==> config.mk <==
export PLATFORM = sky130hd
export DESIGN_NAME = nasti_mux_arbiter
export DESIGN_NICKNAME = d
export VERILOG_FILES = /design/src/rtl/nasti_mux_arbiter.sv
export SDC_FILE = /design/constraint.sdc
export NUM_CORES = 1
export LEC_CHECK = 0
export BUFFER_PORTS_ARGS = -buffer_cell sky130_fd_sc_hd__buf_2
export CAP_MARGIN = 30
export CELL_PAD_IN_SITES_DETAIL_PLACEMENT = 0
export CELL_PAD_IN_SITES_GLOBAL_PLACEMENT = 1
export CORE_AREA = 3 3 422 424
export CTS_CLUSTER_DIAMETER = 40
export CTS_CLUSTER_SIZE = 30
export DETAILED_ROUTE_END_ITERATION = 7
export DIE_AREA = 0 0 425 427
export GPL_TIMING_DRIVEN = 0
export PLACE_DENSITY = 0.3
export SLEW_MARGIN = 20
export SYNTH_ARGS = -nofsm -noshare
export SYNTH_HDL_FRONTEND = slang
export SYNTH_SLANG_ARGS = --single-unit
==> constraint.sdc <==
create_clock -name clk -period 4.5 [get_ports clk]
set_clock_uncertainty 0.15 [all_clocks]
set_input_delay 0.675 -clock clk [delete_from_list [all_inputs] [get_ports clk]]
set_output_delay 0.675 -clock clk [all_outputs]
set_load 0.05 [all_outputs]
==> src/rtl/nasti_mux_arbiter.sv <==
// Index FIFO recording AW grant order so W beats can be steered to the right master.
// Latency: one cycle from push to head visibility (no bypass).
// Backpressure: full/empty flags; the caller must not push when full or pop when empty.
module nasti_mux_fifo #(
    parameter int W     = 1,
    parameter int DEPTH = 4
) (
    input  logic         clk,
    input  logic         rst,
    input  logic         push,
    input  logic [W-1:0] push_dat,
    input  logic         pop,
    output logic [W-1:0] head_dat,
    output logic         full,
    output logic         empty
);
    localparam int PW = $clog2(DEPTH);

    logic [DEPTH-1:0][W-1:0] mem_q, mem_d;
    logic [PW-1:0]           wr_ptr_q, wr_ptr_d, rd_ptr_q, rd_ptr_d;
    logic [PW:0]             cnt_q, cnt_d;

    always_comb begin
        mem_d    = mem_q;
        wr_ptr_d = wr_ptr_q;
        rd_ptr_d = rd_ptr_q;
        cnt_d    = cnt_q;
        if (push) begin
            mem_d[wr_ptr_q] = push_dat;
            wr_ptr_d        = wr_ptr_q + PW'(1);
        end
        if (pop) begin
            rd_ptr_d = rd_ptr_q + PW'(1);
        end
        case ({push, pop})
            2'b10:   cnt_d = cnt_q + (PW+1)'(1);
            2'b01:   cnt_d = cnt_q - (PW+1)'(1);
            default: cnt_d = cnt_q;
        endcase
    end

    always_ff @(posedge clk or posedge rst) begin
        if (rst) begin
            mem_q    <= '0;
            wr_ptr_q <= '0;
            rd_ptr_q <= '0;
            cnt_q    <= '0;
        end else begin
            mem_q    <= mem_d;
            wr_ptr_q <= wr_ptr_d;
            rd_ptr_q <= rd_ptr_d;
            cnt_q    <= cnt_d;
        end
    end

    assign head_dat = mem_q[rd_ptr_q];
    assign full     = (cnt_q == (PW+1)'(DEPTH));
    assign empty    = (cnt_q == '0);
endmodule

// Round-robin arbiter with grant lock: once a request is presented it is held until handshake.
// Latency: zero-cycle combinational grant; pointer advances past the winner on handshake.
// Backpressure: en=0 suppresses new grants; a held lock keeps its grant regardless of en.
module nasti_mux_rr #(
    parameter int N  = 2,
    parameter int IW = 1
) (
    input  logic          clk,
    input  logic          rst,
    input  logic [N-1:0]  req,
    input  logic          en,
    input  logic          hs,
    output logic [IW-1:0] gnt,
    output logic          gnt_vld
);
    logic          lock_q, lock_d;
    logic [IW-1:0] idx_q, idx_d, rr_q, rr_d;
    logic [IW-1:0] jj;
    logic          found;
    int            j;

    always_comb begin
        found = 1'b0;
        gnt   = idx_q;
        j     = 0;
        jj    = '0;
        if (lock_q) begin
            found = 1'b1;
        end else begin
            for (int k = 0; k < N; k++) begin
                j = int'(rr_q) + k;
                if (j >= N) j = j - N;
                jj = IW'(j);
                if (!found && req[jj]) begin
                    found = 1'b1;
                    gnt   = jj;
                end
            end
        end
        gnt_vld = found && (en || lock_q);

        lock_d = lock_q;
        idx_d  = idx_q;
        rr_d   = rr_q;
        if (hs) begin
            lock_d = 1'b0;
            rr_d   = (gnt == IW'(N - 1)) ? '0 : gnt + IW'(1);
        end else if (gnt_vld) begin
            lock_d = 1'b1;
            idx_d  = gnt;
        end
    end

    always_ff @(posedge clk or posedge rst) begin
        if (rst) begin
            lock_q <= 1'b0;
            idx_q  <= '0;
            rr_q   <= '0;
        end else begin
            lock_q <= lock_d;
            idx_q  <= idx_d;
            rr_q   <= rr_d;
        end
    end
endmodule

// Merges N_MASTER NASTI masters onto one slave: RR arbitration on AR/AW, W steered by AW order.
// Latency: zero-cycle combinational routing on every channel; W usable the cycle after its AW.
// Backpressure: readies pass straight through to the selected master; AW stalls when the W FIFO is full.
module nasti_mux_arbiter #(
    parameter int N_MASTER     = 2,
    parameter int ID_WIDTH     = 4,
    parameter int ADDR_WIDTH   = 64,
    parameter int DATA_WIDTH   = 64,
    parameter int USER_WIDTH   = 1,
    parameter int W_FIFO_DEPTH = 4,
    localparam int IDX_W       = (N_MASTER > 2) ? $clog2(N_MASTER) : 1,
    localparam int SID_W       = ID_WIDTH + IDX_W,
    localparam int STRB_W      = DATA_WIDTH / 8
) (
    input  logic                                  clk,
    input  logic                                  rst,
    // master AR
    input  logic [N_MASTER-1:0]                   master_ar_valid,
    output logic [N_MASTER-1:0]                   master_ar_ready,
    input  logic [N_MASTER-1:0][ID_WIDTH-1:0]     master_ar_id,
    input  logic [N_MASTER-1:0][ADDR_WIDTH-1:0]   master_ar_addr,
    input  logic [N_MASTER-1:0][7:0]              master_ar_len,
    input  logic [N_MASTER-1:0][2:0]              master_ar_size,
    input  logic [N_MASTER-1:0][1:0]              master_ar_burst,
    input  logic [N_MASTER-1:0]                   master_ar_lock,
    input  logic [N_MASTER-1:0][3:0]              master_ar_cache,
    input  logic [N_MASTER-1:0][2:0]              master_ar_prot,
    input  logic [N_MASTER-1:0][3:0]              master_ar_qos,
    input  logic [N_MASTER-1:0][3:0]              master_ar_region,
    input  logic [N_MASTER-1:0][USER_WIDTH-1:0]   master_ar_user,
    // master AW
    input  logic [N_MASTER-1:0]                   master_aw_valid,
    output logic [N_MASTER-1:0]                   master_aw_ready,
    input  logic [N_MASTER-1:0][ID_WIDTH-1:0]     master_aw_id,
    input  logic [N_MASTER-1:0][ADDR_WIDTH-1:0]   master_aw_addr,
    input  logic [N_MASTER-1:0][7:0]              master_aw_len,
    input  logic [N_MASTER-1:0][2:0]              master_aw_size,
    input  logic [N_MASTER-1:0][1:0]              master_aw_burst,
    input  logic [N_MASTER-1:0]                   master_aw_lock,
    input  logic [N_MASTER-1:0][3:0]              master_aw_cache,
    input  logic [N_MASTER-1:0][2:0]              master_aw_prot,
    input  logic [N_MASTER-1:0][3:0]              master_aw_qos,
    input  logic [N_MASTER-1:0][3:0]              master_aw_region,
    input  logic [N_MASTER-1:0][USER_WIDTH-1:0]   master_aw_user,
    // master W
    input  logic [N_MASTER-1:0]                   master_w_valid,
    output logic [N_MASTER-1:0]                   master_w_ready,
    input  logic [N_MASTER-1:0][DATA_WIDTH-1:0]   master_w_data,
    input  logic [N_MASTER-1:0][STRB_W-1:0]       master_w_strb,
    input  logic [N_MASTER-1:0]                   master_w_last,
    input  logic [N_MASTER-1:0][USER_WIDTH-1:0]   master_w_user,
    // master R
    output logic [N_MASTER-1:0]                   master_r_valid,
    input  logic [N_MASTER-1:0]                   master_r_ready,
    output logic [N_MASTER-1:0][ID_WIDTH-1:0]     master_r_id,
    output logic [N_MASTER-1:0][DATA_WIDTH-1:0]   master_r_data,
    output logic [N_MASTER-1:0][1:0]              master_r_resp,
    output logic [N_MASTER-1:0]                   master_r_last,
    output logic [N_MASTER-1:0][USER_WIDTH-1:0]   master_r_user,
    // master B
    output logic [N_MASTER-1:0]                   master_b_valid,
    input  logic [N_MASTER-1:0]                   master_b_ready,
    output logic [N_MASTER-1:0][ID_WIDTH-1:0]     master_b_id,
    output logic [N_MASTER-1:0][1:0]              master_b_resp,
    output logic [N_MASTER-1:0][USER_WIDTH-1:0]   master_b_user,
    // slave AR
    output logic                                  slave_ar_valid,
    input  logic                                  slave_ar_ready,
    output logic [SID_W-1:0]                      slave_ar_id,
    output logic [ADDR_WIDTH-1:0]                 slave_ar_addr,
    output logic [7:0]                            slave_ar_len,
    output logic [2:0]                            slave_ar_size,
    output logic [1:0]                            slave_ar_burst,
    output logic                                  slave_ar_lock,
    output logic [3:0]                            slave_ar_cache,
    output logic [2:0]                            slave_ar_prot,
    output logic [3:0]                            slave_ar_qos,
    output logic [3:0]                            slave_ar_region,
    output logic [USER_WIDTH-1:0]                 slave_ar_user,
    // slave AW
    output logic                                  slave_aw_valid,
    input  logic                                  slave_aw_ready,
    output logic [SID_W-1:0]                      slave_aw_id,
    output logic [ADDR_WIDTH-1:0]                 slave_aw_addr,
    output logic [7:0]                            slave_aw_len,
    output logic [2:0]                            slave_aw_size,
    output logic [1:0]                            slave_aw_burst,
    output logic                                  slave_aw_lock,
    output logic [3:0]                            slave_aw_cache,
    output logic [2:0]                            slave_aw_prot,
    output logic [3:0]                            slave_aw_qos,
    output logic [3:0]                            slave_aw_region,
    output logic [USER_WIDTH-1:0]                 slave_aw_user,
    // slave W
    output logic                                  slave_w_valid,
    input  logic                                  slave_w_ready,
    output logic [DATA_WIDTH-1:0]                 slave_w_data,
    output logic [STRB_W-1:0]                     slave_w_strb,
    output logic                                  slave_w_last,
    output logic [USER_WIDTH-1:0]                 slave_w_user,
    // slave R
    input  logic                                  slave_r_valid,
    output logic                                  slave_r_ready,
    input  logic [SID_W-1:0]                      slave_r_id,
    input  logic [DATA_WIDTH-1:0]                 slave_r_data,
    input  logic [1:0]                            slave_r_resp,
    input  logic                                  slave_r_last,
    input  logic [USER_WIDTH-1:0]                 slave_r_user,
    // slave B
    input  logic                                  slave_b_valid,
    output logic                                  slave_b_ready,
    input  logic [SID_W-1:0]                      slave_b_id,
    input  logic [1:0]                            slave_b_resp,
    input  logic [USER_WIDTH-1:0]                 slave_b_user
);
    logic [IDX_W-1:0] ar_gnt, aw_gnt, w_head, r_idx, b_idx;
    logic             ar_gnt_vld, aw_gnt_vld;
    logic             w_full, w_empty, w_act, w_push, w_pop;
    logic             r_hit, b_hit;

    nasti_mux_rr #(.N(N_MASTER), .IW(IDX_W)) u_ar_arb (
        .clk     (clk),
        .rst     (rst),
        .req     (master_ar_valid),
        .en      (1'b1),
        .hs      (slave_ar_valid && slave_ar_ready),
        .gnt     (ar_gnt),
        .gnt_vld (ar_gnt_vld)
    );

    // AW may only win a new grant while the W FIFO has room for its index.
    nasti_mux_rr #(.N(N_MASTER), .IW(IDX_W)) u_aw_arb (
        .clk     (clk),
        .rst     (rst),
        .req     (master_aw_valid),
        .en      (!w_full),
        .hs      (slave_aw_valid && slave_aw_ready),
        .gnt     (aw_gnt),
        .gnt_vld (aw_gnt_vld)
    );

    assign w_push = slave_aw_valid && slave_aw_ready;
    assign w_pop  = slave_w_valid && slave_w_ready && slave_w_last;

    nasti_mux_fifo #(.W(IDX_W), .DEPTH(W_FIFO_DEPTH)) u_w_fifo (
        .clk      (clk),
        .rst      (rst),
        .push     (w_push),
        .push_dat (aw_gnt),
        .pop      (w_pop),
        .head_dat (w_head),
        .full     (w_full),
        .empty    (w_empty)
    );

    // AR channel
    assign slave_ar_valid  = !rst && ar_gnt_vld && master_ar_valid[ar_gnt];
    assign slave_ar_id     = {ar_gnt, master_ar_id[ar_gnt]};
    assign slave_ar_addr   = master_ar_addr[ar_gnt];
    assign slave_ar_len    = master_ar_len[ar_gnt];
    assign slave_ar_size   = master_ar_size[ar_gnt];
    assign slave_ar_burst  = master_ar_burst[ar_gnt];
    assign slave_ar_lock   = master_ar_lock[ar_gnt];
    assign slave_ar_cache  = master_ar_cache[ar_gnt];
    assign slave_ar_prot   = master_ar_prot[ar_gnt];
    assign slave_ar_qos    = master_ar_qos[ar_gnt];
    assign slave_ar_region = master_ar_region[ar_gnt];
    assign slave_ar_user   = master_ar_user[ar_gnt];

    // AW channel
    assign slave_aw_valid  = !rst && aw_gnt_vld && master_aw_valid[aw_gnt];
    assign slave_aw_id     = {aw_gnt, master_aw_id[aw_gnt]};
    assign slave_aw_addr   = master_aw_addr[aw_gnt];
    assign slave_aw_len    = master_aw_len[aw_gnt];
    assign slave_aw_size   = master_aw_size[aw_gnt];
    assign slave_aw_burst  = master_aw_burst[aw_gnt];
    assign slave_aw_lock   = master_aw_lock[aw_gnt];
    assign slave_aw_cache  = master_aw_cache[aw_gnt];
    assign slave_aw_prot   = master_aw_prot[aw_gnt];
    assign slave_aw_qos    = master_aw_qos[aw_gnt];
    assign slave_aw_region = master_aw_region[aw_gnt];
    assign slave_aw_user   = master_aw_user[aw_gnt];

    // W channel follows the oldest granted AW
    assign w_act         = !rst && !w_empty;
    assign slave_w_valid = w_act && master_w_valid[w_head];
    assign slave_w_data  = master_w_data[w_head];
    assign slave_w_strb  = master_w_strb[w_head];
    assign slave_w_last  = master_w_last[w_head];
    assign slave_w_user  = master_w_user[w_head];

    // Responses are routed by the index bits prepended to the ID; unknown indices are sunk.
    assign r_idx = slave_r_id[SID_W-1:ID_WIDTH];
    assign b_idx = slave_b_id[SID_W-1:ID_WIDTH];
    assign r_hit = (32'(r_idx) < N_MASTER);
    assign b_hit = (32'(b_idx) < N_MASTER);

    always_comb begin
        master_ar_ready = '0;
        master_aw_ready = '0;
        master_w_ready  = '0;
        master_r_valid  = '0;
        master_b_valid  = '0;
        if (!rst && ar_gnt_vld) master_ar_ready[ar_gnt] = slave_ar_ready;
        if (!rst && aw_gnt_vld) master_aw_ready[aw_gnt] = slave_aw_ready;
        if (w_act)              master_w_ready[w_head]  = slave_w_ready;
        if (!rst && r_hit)      master_r_valid[r_idx]   = slave_r_valid;
        if (!rst && b_hit)      master_b_valid[b_idx]   = slave_b_valid;
    end

    assign slave_r_ready = !rst && (r_hit ? master_r_ready[r_idx] : 1'b1);
    assign slave_b_ready = !rst && (b_hit ? master_b_ready[b_idx] : 1'b1);

    assign master_r_id   = {N_MASTER{slave_r_id[ID_WIDTH-1:0]}};
    assign master_r_data = {N_MASTER{slave_r_data}};
    assign master_r_resp = {N_MASTER{slave_r_resp}};
    assign master_r_last = {N_MASTER{slave_r_last}};
    assign master_r_user = {N_MASTER{slave_r_user}};
    assign master_b_id   = {N_MASTER{slave_b_id[ID_WIDTH-1:0]}};
    assign master_b_resp = {N_MASTER{slave_b_resp}};
    assign master_b_user = {N_MASTER{slave_b_user}};
endmodule
After elaboration in Yosys (flattened, before gate mapping) --
Cells that the tools add are included.
Word-level totals: bits in registers 17, bits of input ports 638
Cells by class: muxes and demuxes 119, reduce and logical (&&, ||, !) cells 33, equal/unequal tests 3, bitwise logic cells 7, add/subtract/negate cells 12, order comparisons 21
Operators with widths (count):
- $mux 64 | 6
- $mux 1 | 65
- $mux 4 | 16
- $mux 8 | 6
- $mux 3 | 8
- $logic_and 1x1->1 | 21
- $lt 1x2->1 const B | 9
- $mux 2 | 9
- $and 2x2->2 | 5
- $lt 2x3->1 const B | 2
- $pmux 3 s2 | 1
- $reduce_bool 2->1 | 3
- $demux 1 s1 | 5
- $ge 1x1->1 const B | 5
- $logic_not 1->1 | 5
- $add 1x1->2 const B | 2
- $add 2x1->2 const B | 2
- $bwmux 4 | 1
- $ge 1x2->1 const B | 2
- $ge 2x2->1 const B | 2
- $reduce_and 2->1 | 2
- $sub 1x1->1 const B | 4
- $add 3x1->3 const B | 1
- $eq 3x3->1 const B | 1
- 10 further kinds | 12

Logic depth before layout (Yosys ltp) --
Gate-level depths: netlist of the first run.
depth after elaboration 17, gate-level depth with buffers 11

Modules after synthesis --
From an unflattened synthesis of the first run, not the netlist that was laid out.
Unflattened totals: cell total of the unflattened synthesis 565, area, all modules 5763.0 µm²
By module, submodules not included:
- nasti_mux_arbiter | area each 4883.4 µm², times used 1, cells each 488, seq. area each 0.0 µm²
- nasti_mux_fifo | area each 564.3 µm², times used 1, cells each 47, seq. area each 275.3 µm²
- nasti_mux_rr | area each 157.7 µm², times used 2, cells each 15, seq. area each 75.1 µm²

Worst setup path before layout of the first run --
Ideal clock, no wire load.
kind in2out, start point in rst, end point out master_aw_ready[0], path slack 1.187 ns, arrival time 2.488 ns, data required time 3.675 ns, buffers on the path 1, cell stages on the path 5, path through clkbuf_1 > inv_1 > nand2_1 > or2_2 > nor2_1
On the way: word-level cells in the longest chain between the ends 3
RTL lines:
- start: declaration | RTL line 142 | input logic rst,
- $logic_not 1->1 (no line)
- $logic_and 1x1->1 | RTL line 331 | if (!rst && aw_gnt_vld) master_aw_ready[aw_gnt] = slave_aw_ready;
- $mux 2 | RTL line 331
- end: declaration | RTL line 159 | output logic [N_MASTER-1:0] master_aw_ready,
No other way between the ends.

Worst setup path in the final report of the first run --
start point in master_ar_valid[0], end point out slave_ar_prot[1]
On the way: word-level cells in the longest chain between the ends 10, elaborated cells on any way between the ends 13
RTL lines:
- start: declaration | RTL line 144 | input logic [N_MASTER-1:0] master_ar_valid,
- $mux 1 (implied by the code) (2 in series) | RTL line 94 | if (!found && req[jj]) begin
- $mux 1 | RTL line 94
- $mux 1 | RTL line 87 | if (lock_q) begin
- $logic_not 1->1 | RTL line 94
- $logic_and 1x1->1 | RTL line 94
- $mux 1 (*) | RTL line 94
- $mux 1 (*) | RTL line 87
- $mux 3 (implied by the code) (*) (2 in series) | RTL line 291 | assign slave_ar_prot = master_ar_prot[ar_gnt];
- end: declaration | RTL line 202 | output logic [2:0] slave_ar_prot,
Mark *: on every way between the ends. The rest lies on a longest branch, timed or not. The select of a mux whose other input is x is not followed.

==> impl_results.md, run 1 <==
- Vias per cell: ~2.2
- Postcts setup bufs: 0
- Min-delay worst type: reg2reg
- Hold Fails Final Rpt: 0
- Cell Rows: around 150
- Post-CTS Hold Fix Bufs: 0
- Asr flop ratio synth: 100%
- PnR worst setup slack: 558 ps
- Port Buf Inserts: 1002
- Number of global-route vias before repair: roughly 9500
- M1 wire length: ~37000 um
- Clock slew at reported path FFs: 50 ps
- Startpoint Class: primary input
- RSZ-0062 raised after global routing: no
- Initial antenna violation count: 23
- Detail Placement HPWL: slightly above 100000 um
- CTS tree: built
- Setup violations, final: 0
- Synth unique cells: 37
- Cell breakdown of the critical path: buf_2 -> nand2b_1 -> a32oi_2 -> clkbuf_1 -> buf_2 -> mux2_2 -> buf_2
- Die height: 427 um
- Largest stage delay on the critical path: about 530 ps
- Area added between synthesis and finish: 143%
- Io pins: 1083
- Most common cell after layout, fill and taps aside: buf_2
- Average routed wire per standard cell: 25.3 um
- Layout net count: between 2000 and 2500
- Pwr Density: approximately 790 mW/mm^2
- Detailed Route WL: 104000 um
- Share of cells above drive strength 1: between 70 and 80%
- Clock root cell: clkbuf_16
- CP Class: in2out
- Avg Inst Size Synth: 7.19 um^2
- Synth Warn #: 0
- Clk Latency, worst-skew pair: approximately 250 ps
- Initial core utilization: about 3.2%
- Crit share post-route: between 80% and 90%
- Peak Freq: 254 MHz
- Core area: approximately 0.17 mm^2
- Ys flop type: dfrtp_1
- Placed insts: 4111
- Chip Width: roughly 430 um
- CP Buf/Inv Count: 4
- CP delay by family, top: buffers and inverters
- DRC violations left: 0
- Commonest non-fill, non-tap cells in the layout: buf_2 (1020), nand2_1 (307), buf_4 (160)
- Top cell type's share of synthesized area: 30.1%
- Leak: 7.05 nW
- Final std cells w/o fill: 4124
- Gr ovfl total: 0
- Met3 wire length: around 12000 um
- Iter 0 DRT Violations: around 340
- Longest Clk Path Bufs: 2
- Final RePlAce weighted congestion: 0.815
- Maximum vdd ir drop: roughly 0.33 mV
- Least-Margin Pin Slew: between 700 and 800 ps
- Total CTS buffers: 3
- MaxCap Viol Count: 0
- H-tree depth: 1
- Vias: between 9000 and 10000
- Synth area leaders: mux2_2 (30%), buf_4 (21%), nand2_1 (21%)
- Post-Synthesis Cells: roughly 800
- ANT nets after route: 0
- EDFF count, synth: 0
- Arrival time worst endpoint: roughly 3100 ps
- Met2 routed WL: 53800 um
- Sequential element share of the synthesized area: under 10%
- Drt first pass iters: 6
- Netlist Area Pre-Place: ~0.0056 mm^2
- DP Worst Slack: -65.9 ps
- Fin crit period: 3940 ps
- Status: completed
- Max FO, Critical Path: 10
- Pin count of the biggest net entering global routing: 18
- Crit path top cell by count: buf_2
- Die ar.: approximately 0.18 mm^2
- Clock sinks: 17
- Final Max Slew Viols: 0
- Slew HR: 47.4%
- CP max-delay cell: clkbuf_1
- Worst EP required: around 3700 ps
- Crit end category: output pin
- Max Used Layer: met5
- Post-synth top area cell: mux2_2
- First-pass GRT wire length: 122000 um
- #FFs+latches synth: 17
- Post-Syn Nets: 1426
- Total global-route track usage: between 10 and 15%
[final timing paths]
path	slack, ps	cells past startpoint	to	start
worst min register to register	330	1	u_w_fifo.rd_ptr_q[1]	u_w_fifo.rd_ptr_q[1]
worst max register to register	1270	10	u_w_fifo.cnt_q[2]	u_w_fifo.rd_ptr_q[0]
min in group asynchronous	390	2	u_aw_arb.idx_q	rst
max in group asynchronous	3390	3	u_w_fifo.cnt_q[1]	rst
worst min-delay path	330	1	u_w_fifo.rd_ptr_q[1]	u_w_fifo.rd_ptr_q[1]
worst max-delay path	560	7	slave_ar_prot[1]	master_ar_valid[0]
[flip-flops by register name, indices dropped and copies added (netlist names)]
name               flops
u_aw_arb.idx_q         1
u_aw_arb.lock_q        1
u_w_fifo.wr_ptr_q      2
u_w_fifo.mem_q         4
u_aw_arb.rr_q          1
u_w_fifo.rd_ptr_q      2
u_ar_arb.idx_q         1
u_ar_arb.lock_q        1
u_w_fifo.cnt_q         3
u_ar_arb.rr_q          1
[Yosys cell counts (2+ instances only)]
cell type,number
a21oi_1,5
and3_1,3
buf_1,2
buf_2,18
buf_4,160
buf_6,4
clkbuf_1,19
dfrtp_1,17
ha_1,5
inv_1,10
mux2_2,150
mux2_4,27
mux2i_1,5
nand2_1,307
nand2b_1,2
nor2_1,16
nor2b_1,3
nor3b_1,2
o21ai_0,4
or2_2,2
xnor2_1,3
xor2_1,3
[report_power, final]
part / leakage [nW] / switching, mW / internal (mW) / total (mW)
Clock: 0.0382 / 0.0609 / 0.120 / 0.181
Combinational: 6.81 / 7.94 / 2.37 / 10.3
Sequential: 0.197 / 0.0570 / 0.226 / 0.283
Total: 7.05 / 8.06 / 2.72 / 10.8
[routing by layer]
| metal | track usage [%] | vias up |
|---|---|---|
| li1 | - | 4388 |
| met1 | 11.8 | 4340 |
| met2 | 19.5 | 388 |
| met3 | 4.86 | 30 |
| met4 | 0.861 | 12 |
| met5 | 0 | - |
[through the flow]
stage	util, %	power [mW]	hold WS [ps]	cell area [um^2]	setup TNS (ps)
final	7.85	10.8	332	13700	0
after global routing	7.84	11.5	354	13700	0
after CTS	7.84	11.3	336	13700	0
after detailed placement	7.79	11.1	325	13600	-78.4
after global placement	7.77	11.1	324	13500	-68.3
after floorplan	-	6.82	299	5620	0
[cell families (layout without fill, tap and decap cells)]
kind of cell / count (synthesis) / after routing / synth area share, %
AND/OR/NAND/NOR: 343 / 343 / 24.2
buffers and inverters: 214 / 1222 / 25.9
multiplexers: 183 / 183 / 38.6
flip-flops: 17 / 17 / 7.57
AO/OA/AOI/OAI: 13 / 13 / 1.36
adder cells (fa/ha/maj): 6 / 6 / 1.47
XOR/XNOR: 6 / 6 / 0.935
other: 0 / 9 / 0
[final cells by class]
cell class                      instances  area, um^2
Buffer                                203        1420
Clock buffer                            4        78.8
Antenna cell                            9        22.5
Tap cell                             2325        2910
Fill cell                           20900      161000
Sequential cell                        17         425
Multi-Input combinational cell        551        3750
Timing Repair Buffer                 1004        5040
Inverter                               11        41.3
[what timing repair did]
action	in CTS	in global routing
gates resized for setup	1	0
endpoints found under the setup margin	1	0
hold endpoints to repair	0	0
[worst register-to-register path, cell delays in order, from the launching register on]
cell     delay (ps)
dfrtp_1         400
mux4_2          510
buf_2           230
mux2i_1         490
and2b_2         290
ha_1            190
inv_1            70
fa_1            430
xor2_1          150
nor2_1          110
xor2_1          140
No activity file was read; power rests on OpenSTA's default activity.
==> run 2: changes to the inputs <==
--- a/config.mk
+++ b/config.mk
@@ -9,11 +9,11 @@
 export CAP_MARGIN = 30
 export CELL_PAD_IN_SITES_DETAIL_PLACEMENT = 0
 export CELL_PAD_IN_SITES_GLOBAL_PLACEMENT = 1
-export CORE_AREA = 3 3 422 424
+export CORE_AREA = 2 2 421 423
 export CTS_CLUSTER_DIAMETER = 40
 export CTS_CLUSTER_SIZE = 30
 export DETAILED_ROUTE_END_ITERATION = 7
-export DIE_AREA = 0 0 425 427
+export DIE_AREA = 0 0 423 425
 export GPL_TIMING_DRIVEN = 0
 export PLACE_DENSITY = 0.3
 export SLEW_MARGIN = 20
==> run 2 against run 1 <==
  * Fmax shrank 6.0%
  * Register-to-register slack gained 90 ps
  * Worst setup slack lost 250 ps
  * First-iteration DRC count grew 13%
  * Cell count grew 0.34%
  * Critical path depth is the same
  * Via count is essentially flat
  * Sequential cell count is the same
  * Clock-buffer cell count shrank 1
  * Sequential share of layout area is essentially flat
  * Worst hold slack gained 3.2 ps
  * Clock power is essentially flat
  * Largest cell class unchanged
==> impl_results.md, run 2 (synthesis results as in run 1) <==
- DRC violations left: 0
- Layout net count: approximately 2400
- Register name with the most flops: u_w_fifo.mem_q
- MaxCap Viol Count: 0
- Crit end category: output pin
- Initial core utilization: approximately 3.2%
- Clk Latency, worst-skew pair: roughly 250 ps
- Max Used Layer: met5
- Slew HR: around 45%
- Worst EP required: about 3700 ps
- Clock slew at reported path FFs: about 50 ps
- Arrival time worst endpoint: between 3000 and 4000 ps
- Vias per cell: 2.21
- Die ar.: 0.180 mm^2
- Hold Fails Final Rpt: 0
- Commonest non-fill, non-tap cells in the layout: buf_2 (1020), nand2_1 (307), buf_4 (160)
- Final core utilization: slightly below 8%
- Min-delay worst type: reg2reg
- Postcts setup bufs: 0
- ANT nets after route: 0
- Total global-route track usage: a little over a tenth
- RSZ-0062 raised after global routing: no
- Iter 0 DRT Violations: 389
- Die height: between 400 and 500 um
- Pwr Density: between 700 and 800 mW/mm^2
- Drt first pass iters: 5
- Leak: between 7 and 8 nW
- Cell Rows: 154
- Fin crit period: roughly 4200 ps
- Average routed wire per standard cell: 25.1 um
- Number of global-route vias before repair: 9293
- FILL cells: roughly 21000
- Final RePlAce weighted congestion: just over 0.8
- Share of cells above drive strength 1: ~77%
- H-tree depth: 1
- Peak Freq: about 240 MHz
- Worst hold margin: around 340 ps
- Most common cell after layout, fill and taps aside: buf_2
- Setup violations, final: 0
- Final Max Slew Viols: 0
- Startpoint Class: primary input
- CTS tree: built
- Flop2flop setup slack: roughly 1400 ps
- Maximum vdd ir drop: between 0.3 and 0.4 mV
- Hold path cells: 1
- Power consumption: around 11 mW
- Least-Margin Pin Slew: about 830 ps
- Largest regs: u_w_fifo.mem_q: 4 flops, u_w_fifo.cnt_q: 3 flops
- Detail Placement HPWL: 100000 um
- First-pass GRT wire length: ~120000 um
- Detailed Route WL: around 100000 um
- Placed insts: between 4000 and 5000
- Clock sinks: 17
- DP Worst Slack: -132 ps
- Largest register FFs: 4
- Initial antenna violation count: 19
- Gr ovfl total: 0
- Chip Width: about 420 um
- Final std cells w/o fill: 4138
- Met3 wire length: 11500 um
- Vias: around 9200
- Core area: ~0.18 mm^2
- Met2 routed WL: between 50000 and 60000 um
- Status: completed
- CP Class: in2out
- Longest Clk Path Bufs: 2
- Reg2reg path depth: 10
- Total CTS buffers: 3
- Crit share post-route: between 90 and 100%
- Io pins: roughly 1100
- Pin count of the biggest net entering global routing: 20
- Area added between synthesis and finish: 144%
- Clock root cell: clkbuf_16
- Port Buf Inserts: 1002
- Max FO, Critical Path: 10
- PnR worst setup slack: between 300 and 400 ps
- M1 wire length: just under 40000 um
[run 2: changes by cell type in the layout (fill, tap and decap cells not counted)]
cell      previous run  this run
buf_8                2         0
buf_16               0         1
clkbuf_1            20        17
clkinv_2             0         1
buf_6                4         5
clkbuf_2             0         1
[run 2: routing by layer]
metal / vias to the layer above / track usage [%]
met2: 376 / 19.6
met1: 4353 / 12.0
met5: - / 0
met3: 32 / 5.09
met4: 6 / 0.558
li1: 4395 / -
[run 2: per-stage QoR]
step / TNS (ps) / area [um^2]
floorplan: 0 / 5620
global placement: -272 / 13600
detailed placement: -254 / 13600
CTS: 0 / 13700
global route: 0 / 13700
finish: 0 / 13700
[run 2: final timing paths]
check / to / startpoint
max: slave_ar_qos[1] / master_ar_valid[0]
min: u_w_fifo.cnt_q[2] / u_w_fifo.cnt_q[2]
max reg2reg: u_w_fifo.cnt_q[2] / u_w_fifo.rd_ptr_q[0]
min reg2reg: u_w_fifo.cnt_q[2] / u_w_fifo.cnt_q[2]
max in group asynchronous: u_w_fifo.cnt_q[2] / rst
min in group asynchronous: u_w_fifo.wr_ptr_q[0] / rst
[run 2: timing repair]
action                     CTS  global route
hold buffers                 0             0
gates resized for setup      1             0
setup endpoints to repair    3             0
hold endpoints to repair     0             0
[run 2: power breakdown]
group	switching [mW]	internal (mW)	leakage (nW)
sequential	0.0552	0.226	0.197
clock	0.0619	0.119	0.0409
combinational	8.06	2.36	6.82
[run 2: layout make-up]
type	instances	area, um^2	share of cell area, %
Inverter	11	41.3	0.301
Timing Repair Buffer	1004	5050	36.9
Multi-Input combinational cell	551	3750	27.3
Clock inverter	1	5.00	0.0365
Buffer	202	1410	10.3
Clock buffer	3	75.1	0.548
Tap cell	2340	2930	21.4
Antenna cell	9	22.5	0.164
Sequential cell	17	425	3.10
[run 2: worst max-delay path, stage by stage]
cell and delay [ps]:
buf_2 130, nand2b_1 70, a32oi_2 510, clkbuf_1 510, buf_2 590, mux2_2 380
buf_2 440
==> run 3: changes to the inputs <==
--- a/config.mk
+++ b/config.mk
@@ -5,15 +5,16 @@
 export SDC_FILE = /design/constraint.sdc
 export NUM_CORES = 1
 export LEC_CHECK = 0
+export ABC_AREA = 1
 export BUFFER_PORTS_ARGS = -buffer_cell sky130_fd_sc_hd__buf_2
 export CAP_MARGIN = 30
 export CELL_PAD_IN_SITES_DETAIL_PLACEMENT = 0
 export CELL_PAD_IN_SITES_GLOBAL_PLACEMENT = 1
-export CORE_AREA = 2 2 421 423
+export CORE_AREA = 2 2 419 421
 export CTS_CLUSTER_DIAMETER = 40
 export CTS_CLUSTER_SIZE = 30
 export DETAILED_ROUTE_END_ITERATION = 7
-export DIE_AREA = 0 0 423 425
+export DIE_AREA = 0 0 421 423
 export GPL_TIMING_DRIVEN = 0
 export PLACE_DENSITY = 0.3
 export SLEW_MARGIN = 20
==> run 3 against run 2 <==
  * Largest power group unchanged
  * Register-to-register slack gained 400 ps
  * Area after synthesis is 5.5% higher
  * Critical path type unchanged
  * The run now ends with antenna rules left
  * Core utilization grew 0.26 points
  * Critical endpoint is now slave_aw_burst[1]
==> impl_results.md, run 3 <==
- Largest stage delay on the critical path: ~440 ps
- Startpoint Class: primary input
- Vias per cell: ~2.3
- Max FO, Critical Path: 10
- Commonest non-fill, non-tap cells in the layout: buf_2 (1020), nand2_1 (565), buf_4 (169)
- Die ar.: between 0.15 and 0.2 mm^2
- CP max-delay cell: inv_2
- Register name with the most flops: u_w_fifo.mem_q
- H-tree depth: 1
- DRC violations left: 0
- Chip Width: ~420 um
- Initial core utilization: about 3.4%
- Largest regs: u_w_fifo.mem_q: 4 flops, u_w_fifo.cnt_q: 3 flops
- EDFF count, synth: 0
- Status: finished with violations
- Crit share post-route: approximately 83%
- FILL cells: ~21000
- Area added between synthesis and finish: 136%
- Largest register FFs: 4
- Peak Freq: approximately 270 MHz
- Failing checks: antenna rules
- Clock slew at reported path FFs: roughly 60 ps
- CP Class: in2out
- Final std cells w/o fill: roughly 4300
- Crit end category: output pin
- Share of cells above drive strength 1: 66.0%
- Post-Syn Nets: 1626
- PnR worst setup slack: ~770 ps
- Post-CTS Resized: 0
- Vias: roughly 9800
- Clock sinks: 17
- Final Max Slew Viols: 0
- Drt first pass iters: 4
- Longest Clk Path Bufs: 2
- Most common cell after layout, fill and taps aside: buf_2
- Hold Fails Final Rpt: 0
- First-pass GRT wire length: 99000 um
- Postcts setup bufs: 0
- Average routed wire per standard cell: ~18 um
- Setup violations, final: 0
- Arrival time worst endpoint: 2900 ps
- Synth unique cells: 26
- Post-synth top area cell: nand2_1
- Least-Margin Pin Slew: 733 ps
- MaxCap Viol Count: 0
- CTS tree: built
- Post-CTS Hold Fix Bufs: 0
- Synth area leaders: nand2_1 (36%), buf_4 (21%), mux2_4 (16%)
- Leak: 7.77 nW
- Pin count of the biggest net entering global routing: 21
- Clk Latency, worst-skew pair: approximately 250 ps
- Synth Warn #: 0
- Top cells by count, synth: nand2_1 (565), buf_4 (169), mux2_4 (65)
- Cell Rows: approximately 150
- Core area: between 0.15 and 0.2 mm^2
- Detailed Route WL: about 80000 um
- DP Worst Slack: between 300 and 400 ps
- Post-Synthesis Cells: 982
- Iter 0 DRT Violations: approximately 420
- Placed insts: about 4300
- Avg Inst Size Synth: a little over 6 um^2
- Io pins: around 1100
- Number of global-route vias before repair: 9708
- Final core utilization: under 10%
- Final RePlAce weighted congestion: between 0.8 and 0.9
- Initial antenna violation count: 29
- Min-delay worst type: reg2reg
- Most numerous cell in the Yosys netlist: nand2_1
- Total CTS buffers: 3
- ANT nets after route: 2
- Maximum vdd ir drop: ~0.28 mV
- Total negative slack: 0 ps
- Fin crit period: 3730 ps
- Slew HR: between 50% and 60%
- Die height: 423 um
- Clock root cell: clkbuf_16
- Detail Placement HPWL: roughly 75000 um
- #FFs+latches synth: 17
- Total global-route track usage: between 8 and 9%
- Top cell type's share of synthesized area: 35.8%
- Ys flop type: dfrtp_1
- Worst hold margin: 323 ps
- Worst EP required: between 3000 and 4000 ps
- Netlist Area Pre-Place: slightly below 0.006 mm^2
- Port Buf Inserts: roughly 1000
- Gr ovfl total: 0
- Crit path top cell by count: nand2_1
- Cell breakdown of the critical path: buf_2 -> inv_1 -> nor2_1 -> nand2_1 -> nand2_1 -> inv_2 -> buf_2 -> nand2_1 -> nand2_1 -> buf_2
- RSZ-0062 raised after global routing: no
- Layout net count: approximately 2600
- Pwr Density: 810 mW/mm^2
- Sequential element share of the synthesized area: 7.17%
- Asr flop ratio synth: 100%
-- run 3: changes by cell type in the layout (fill, tap and decap cells not counted), sizes merged, moves of 3 or more --
| cell | change |
|---|---|
| mux2i | -5 |
| nor2b | -3 |
| buf | +15 |
| nor3 | +5 |
| mux2 | -79 |
| nand2 | +259 |
| o21ai | +3 |
| diode | +17 |
| and3 | -3 |
| clkbuf | -9 |
| nand4 | +3 |
| a21oi | -3 |
| inv | +19 |
| nand3 | +16 |
-- run 3: worst max-delay path, delay by kind of cell --
family | cells | cell delay, ps
buffers and inverters | 5 | 1380
AND/OR/NAND/NOR | 5 | 800
-- run 3: final cells by class --
cell class	count	area (um^2)	area share, %
Clock buffer	3	75.1	0.536
Tap cell	2325	2910	20.8
Buffer	210	1550	11.1
Antenna cell	26	65.1	0.465
Inverter	30	113	0.804
Sequential cell	17	425	3.04
Clock inverter	1	5.00	0.0357
Timing Repair Buffer	1002	5010	35.8
Multi-Input combinational cell	725	3840	27.5
-- run 3: power breakdown --
group	internal, mW	switching, mW	total [mW]	leakage [nW]
clock network	0.119	0.0662	0.185	0.0410
logic	2.39	8.48	10.9	7.52
registers	0.224	0.0581	0.282	0.206
total	2.74	8.60	11.3	7.77
-- run 3: per-layer routing --
| layer | GRT usage [%] | up-vias | wire (um) |
|---|---|---|---|
| met5 | 0 | - | 11 |
| met4 | 1.72 | 2 | 1330 |
| met3 | 1.80 | 35 | 6570 |
| met2 | 15.9 | 497 | 42500 |
| met1 | 9.61 | 4342 | 29300 |
| li1 | - | 4909 | - |
-- run 3: cell families after synthesis --
logic type | Yosys count | share of synthesized area, %
AND/OR/NAND/NOR | 607 | 39.2
buffers and inverters | 240 | 28.0
multiplexers | 98 | 22.7
flip-flops | 17 | 7.17
AO/OA/AOI/OAI | 10 | 0.907
adder cells (fa/ha/maj) | 6 | 1.39
XOR/XNOR | 4 | 0.591
-- run 3: path summary, 6_finish.rpt --
kind	startpoint	endpoint	slack, ps	cells past startpoint
worst min register to register	u_w_fifo.mem_q[3]	u_w_fifo.mem_q[3]	320	2
min in group asynchronous	rst	u_w_fifo.cnt_q[2]	350	2
max in group asynchronous	rst	u_w_fifo.mem_q[1]	3540	2
worst max register to register	u_w_fifo.rd_ptr_q[0]	u_w_fifo.cnt_q[2]	1760	14
worst min-delay path	u_w_fifo.mem_q[3]	u_w_fifo.mem_q[3]	320	2
worst max-delay path	master_aw_valid[1]	slave_aw_burst[1]	770	10
-- run 3: stage by stage --
stage	instance area, um^2	power (mW)
global route	13900	12.2
finish	14000	11.3
detailed placement	13900	11.7
global placement	13900	11.8
CTS	13900	11.9
floorplan	5930	7.69
